[src/rtl/timer_pkg.sv]
// Shared types and digit geometry for the mod-60 countdown timer.
package timer_pkg;

    typedef enum logic [1:0] {
        IDLE = 2'd0,
        RUN  = 2'd1,
        HOLD = 2'd2,
        DONE = 2'd3
    } state_t;

    localparam int ONES_W   = 4;
    localparam int TENS_W   = 3;
    localparam int ONES_MOD = 10;
    localparam int TENS_MOD = 6;

endpackage

[src/rtl/mod60_down_timer_if.sv]
// Control/display bundle between the timer and its driver (panel logic or bench).
interface mod60_down_timer_if;
    import timer_pkg::*;

    logic              load;
    logic [TENS_W-1:0] ld_tens;
    logic [ONES_W-1:0] ld_ones;
    logic              start;
    logic              pause;
    logic [TENS_W-1:0] tens;
    logic [ONES_W-1:0] ones;
    logic              running;
    logic              done;

    modport master (
        output load, ld_tens, ld_ones, start, pause,
        input  tens, ones, running, done
    );

    modport slave (
        input  load, ld_tens, ld_ones, start, pause,
        output tens, ones, running, done
    );

endinterface

[src/rtl/mod60_down_timer_digit.sv]
// One BCD down-counting digit with saturating preset and borrow-out.
module bcd_down_digit #(
    parameter int MODULUS = 10,
    parameter int W       = 4
) (
    input  logic         clk,
    input  logic         clr,
    input  logic         ld,
    input  logic [W-1:0] ld_val,
    input  logic         en,
    output logic [W-1:0] q,
    output logic         borrow
);

    localparam logic [W-1:0] TOP = W'(MODULUS - 1);

    // Borrow fires only on the step that wraps this digit from 0.
    assign borrow = en && (q == '0);

    // Preset (clamped to the top digit value) wins over a count step.
    always_ff @(posedge clk or negedge clr) begin
        if (!clr) begin
            q <= '0;
        end else if (ld) begin
            q <= (ld_val > TOP) ? TOP : ld_val;
        end else if (en) begin
            q <= (q == '0) ? TOP : q - 1'b1;
        end
    end

endmodule

[src/rtl/mod60_down_timer.sv]
// Two-digit BCD seconds countdown (59..00) with prescaler, pause/resume and expiry pulse.
module mod60_down_timer
    import timer_pkg::*;
#(
    parameter int TICK_DIV = 1
) (
    input  logic                     clk,
    input  logic                     clr,
    mod60_down_timer_if.slave        bus
);

    localparam int PSC_W = (TICK_DIV > 1) ? $clog2(TICK_DIV) : 1;
    localparam logic [PSC_W-1:0] PSC_LAST = PSC_W'(TICK_DIV - 1);

    state_t            state;
    logic [PSC_W-1:0]  psc;
    logic              running_q;
    logic              done_q;
    logic [ONES_W-1:0] ones_q;
    logic [TENS_W-1:0] tens_q;
    logic              ones_borrow;
    logic              tens_borrow;
    logic              cnt_zero;
    logic              step;
    logic              last_step;

    assign cnt_zero  = (tens_q == '0) && (ones_q == '0);
    // A step needs RUN, an uncontested cycle, a full prescale interval and a nonzero count.
    assign step      = (state == RUN) && !bus.load && !bus.pause &&
                       (psc == PSC_LAST) && !cnt_zero;
    assign last_step = step && (tens_q == '0) && (ones_q == ONES_W'(1));

    bcd_down_digit #(.MODULUS(ONES_MOD), .W(ONES_W)) u_ones (
        .clk    (clk),
        .clr    (clr),
        .ld     (bus.load),
        .ld_val (bus.ld_ones),
        .en     (step),
        .q      (ones_q),
        .borrow (ones_borrow)
    );

    bcd_down_digit #(.MODULUS(TENS_MOD), .W(TENS_W)) u_tens (
        .clk    (clk),
        .clr    (clr),
        .ld     (bus.load),
        .ld_val (bus.ld_tens),
        .en     (ones_borrow),
        .q      (tens_q),
        .borrow (tens_borrow)
    );

    // Tens never borrows out: the FSM stops at 00 before it could wrap.
    logic unused_borrow;
    assign unused_borrow = tens_borrow;

    // Control FSM and prescaler; running/done are registered alongside the state.
    always_ff @(posedge clk or negedge clr) begin
        if (!clr) begin
            state     <= IDLE;
            psc       <= '0;
            running_q <= 1'b0;
            done_q    <= 1'b0;
        end else if (bus.load) begin
            state     <= IDLE;
            psc       <= '0;
            running_q <= 1'b0;
            done_q    <= 1'b0;
        end else begin
            case (state)
                IDLE, HOLD: begin
                    done_q <= 1'b0;
                    if (!bus.pause && bus.start && !cnt_zero) begin
                        state     <= RUN;
                        psc       <= '0;
                        running_q <= 1'b1;
                    end
                end
                RUN: begin
                    if (bus.pause) begin
                        // Freeze digits and prescaler; resume restarts the interval.
                        state     <= HOLD;
                        running_q <= 1'b0;
                    end else if (psc == PSC_LAST) begin
                        psc <= '0;
                        if (last_step) begin
                            state     <= DONE;
                            running_q <= 1'b0;
                            done_q    <= 1'b1;
                        end
                    end else begin
                        psc <= psc + 1'b1;
                    end
                end
                DONE: begin
                    state     <= IDLE;
                    running_q <= 1'b0;
                    done_q    <= 1'b0;
                end
                default: begin
                    state     <= IDLE;
                    psc       <= '0;
                    running_q <= 1'b0;
                    done_q    <= 1'b0;
                end
            endcase
        end
    end

    assign bus.tens    = tens_q;
    assign bus.ones    = ones_q;
    assign bus.running = running_q;
    assign bus.done    = done_q;

endmodule
[src/flat_wrapper.sv]
// flat-port wrapper written by rule: the top's interface ports become plain ports
module mod60_down_timer_flat import timer_pkg::*;
#(
    parameter int TICK_DIV = 1
)
  (clk, clr, bus_load, bus_ld_tens, bus_ld_ones, bus_start, bus_pause, bus_tens, bus_ones, bus_running, bus_done);
  mod60_down_timer_if bus_i ();
  input  logic clk;
  input  logic clr;
  input wire logic [$bits(bus_i.load)-1:0] bus_load;
  input wire logic [$bits(bus_i.ld_tens)-1:0] bus_ld_tens;
  input wire logic [$bits(bus_i.ld_ones)-1:0] bus_ld_ones;
  input wire logic [$bits(bus_i.start)-1:0] bus_start;
  input wire logic [$bits(bus_i.pause)-1:0] bus_pause;
  output wire logic [$bits(bus_i.tens)-1:0] bus_tens;
  output wire logic [$bits(bus_i.ones)-1:0] bus_ones;
  output wire logic [$bits(bus_i.running)-1:0] bus_running;
  output wire logic [$bits(bus_i.done)-1:0] bus_done;
  assign bus_i.load = bus_load;
  assign bus_i.ld_tens = bus_ld_tens;
  assign bus_i.ld_ones = bus_ld_ones;
  assign bus_i.start = bus_start;
  assign bus_i.pause = bus_pause;
  assign bus_tens = bus_i.tens;
  assign bus_ones = bus_i.ones;
  assign bus_running = bus_i.running;
  assign bus_done = bus_i.done;
  mod60_down_timer #(.TICK_DIV(TICK_DIV)) u_core (.clk(clk), .clr(clr), .bus(bus_i));
endmodule
[config.mk]
export PLATFORM = sky130hd
export DESIGN_NAME = mod60_down_timer_flat
export DESIGN_NICKNAME = d
export VERILOG_FILES = /design/src/rtl/timer_pkg.sv /design/src/rtl/mod60_down_timer_if.sv /design/src/rtl/mod60_down_timer_digit.sv /design/src/rtl/mod60_down_timer.sv /design/src/flat_wrapper.sv
export SDC_FILE = /design/constraint.sdc
export NUM_CORES = 1
export LEC_CHECK = 0
export CAP_MARGIN = 20
export CORE_UTILIZATION = 48
export CTS_CLUSTER_DIAMETER = 30
export DETAILED_ROUTE_END_ITERATION = 16
export PLACE_DENSITY = 0.81
export SYNTH_ARGS = -nofsm -noshare
export SYNTH_HDL_FRONTEND = slang
export SYNTH_HIERARCHICAL = 1
export SYNTH_SLANG_ARGS = --single-unit
[constraint.sdc]
create_clock -name clk -period 4 [get_ports clk]
set_input_delay 0.8 -clock clk [delete_from_list [all_inputs] [get_ports clk]]
set_output_delay 0.8 -clock clk [all_outputs]
set_load 0.005 [all_outputs]
==> flow_summary.toml <==
[grt]
grt_pass1_vias = 496
grt_use_total_pct = 21.8
grt_pass1_wl_mm = 2.16
gr-total-overflow = 0
grt_max_degree = 17
antenna_found_initial = 0

[drt]
vias_per_cell = 5.37
final_antenna_net_count = 0
wire_per_inst_um = 13.3
vias = 569
drtIter0Drc = 5
drt_pass1_iterations = 4
drcViolationCount = 0
routed_wl_mm = 1.42

[pwr]
p_leak_uw = 0.000370
powerDensity_mw_per_mm2 = 294
irDropWorstVdd_uv = 203

[worst_setup_path]
ff2ff_path_depth = 6
crit_type = "input pin to flip-flop"
r2r_end = "u_core/u_tens/q[2]"
cp.arrival_ns = 3.20
end_kind = "flip-flop"
r2r_slack_ns = 1.49
start_kind = "input pin"
reg2reg_from = "u_core/u_ones/q[0]"
critPathRequiredTime_ns = 4.20
path_max_fanout = 5

[clock_tree]
cts_setup_buffers = 0
root_buffer = "clkbuf_4"
clock_latency_ns = 0.27
h-tree-depth = 1
cts_buffers = 3
cts.clk_slew.worst_paths_ns = 0.07
hold_buffers = 0
cts.sinks = 11
clockBufferDepth = 2
cts_tree = "built"
cts_resized = 0

[die]
rows = 13
die_x_um = 39.9
core_mm2 = 0.00132
io-pin-count = 21
die-area_mm2 = 0.00159
die_h_um = 39.9
start_util_pct = 52.2

[timing]
hold_viol = 0
setup_viol = 0
period_needed_ns = 3.00
worst_pin_slew_ns = 0.501
setup_tns_ns = 0
fin_crit_sh_pct = 75.1
maxSlewHeadroom_pct = 66.5
timing.fmax_mhz = 333
finClkSkew_ns = 0.00301
rsz0062_at_grt = "no"
hold-worst-slack_ns = 0.490
final-max-slew-violation-count = 0

[cells_and_area]
fillers = 106
final_util_pct = 71.4
num_antenna_cells = 0
seqCellArea_um2 = 275
multiInputGateArea_um2 = 402
drive_gt1_share_pct = 13.2
areaGrowthSynthToFinish_pct = 36.7
final_nets = 105

[min_path]
min_from = "u_core/bus.running"
hold_path_depth = 1
whs_endpoint = "u_core/bus.running"
min_path_type = "flip-flop to flip-flop"

[placed_design]
io_buffers = 20
gp_congestion = 0.744
dpl.hpwl_mm = 1.08

[run_status]
outcome = "completed"

[yosys]
ys_warn_count = 6
synth_nets = 79
avgSynthCellArea_um2 = 10.4
netlist_area_um2 = 688
synthCells = 66

[flow_run]
drv_cap = 0
placed cells by master (no fill, tap or decap), types with 2 or more instances in the layout:
cell type	n
or2b_1	2
clkdlybuf4s50_1	20
inv_1	3
nor3_1	2
a211oi_1	2
nand2b_1	3
xnor2_1	2
nor2_1	3
a21oi_1	4
clkbuf_4	3
mux2i_1	2
nand3b_1	2
dfrtp_1	11
nor2b_1	3
o21ai_0	5
nand2_1	2
o21ai_1	2
area by class of cell:
cell class | count | share of cell area, %
Sequential cell | 11 | 29.3
Clock buffer | 4 | 2.79
Multi-Input combinational cell | 52 | 42.7
Inverter | 3 | 1.20
Tap cell | 15 | 1.99
Timing Repair Buffer | 21 | 22.1
through the flow:
stage	total power (uW)	instances	cell area, um^2	setup WS [ns]
4_1_cts	278	106	941	1.01
6_report	276	106	941	0.996
3_5_place_dp	201	102	915	0.725
2_1_floorplan	163	66	688	1.39
3_3_place_gp	200	102	915	0.777
5_1_grt	291	106	941	0.840
how the worst max path moves through the flow:
stage,slack (ns),endpoint,startpoint,depth (start not counted)
2_1_floorplan,1.39,u_core/u_tens/q[2],bus_load,6
3_3_place_gp,0.78,u_core/u_tens/q[2],bus_pause,7
3_5_place_dp,0.73,u_core/u_tens/q[2],bus_pause,7
4_1_cts,1.01,u_core/u_tens/q[2],bus_pause,7
5_1_grt,0.84,u_core/u_tens/q[2],bus_pause,7
6_report,1.0,u_core/u_tens/q[2],bus_pause,7
registers in the layout (all words and copies together) (netlist names):
signal              count
u_core/u_ones/q         4
u_core/u_tens/q         3
u_core/bus.running      1
u_core/bus.done         1
u_core/state            2
routing by layer:
layer / vias up / part of all wire [%] / global-route usage [%]
met5: - / 0 / 0
met4: 0 / 2.5 / 18.1
met3: 4 / 4.9 / 3.41
li1: 295 / - / -
met2: 16 / 46 / 33.1
met1: 254 / 47 / 26.5
where the power goes:
group	total (uW)	switching, uW	internal, uW
Clock	77.9	39.3	38.6
Sequential	136	16.5	119
Combinational	62.6	23.8	38.8
worst max-delay path, cell delays in order:
cell,delay (ns)
clkdlybuf4s50_1,0.47
or2_2,0.33
a211oi_1,0.41
nor4b_4,0.31
nor2b_1,0.37
mux2_2,0.37
o21ai_0,0.14
Power figures use the tool's default switching activity.
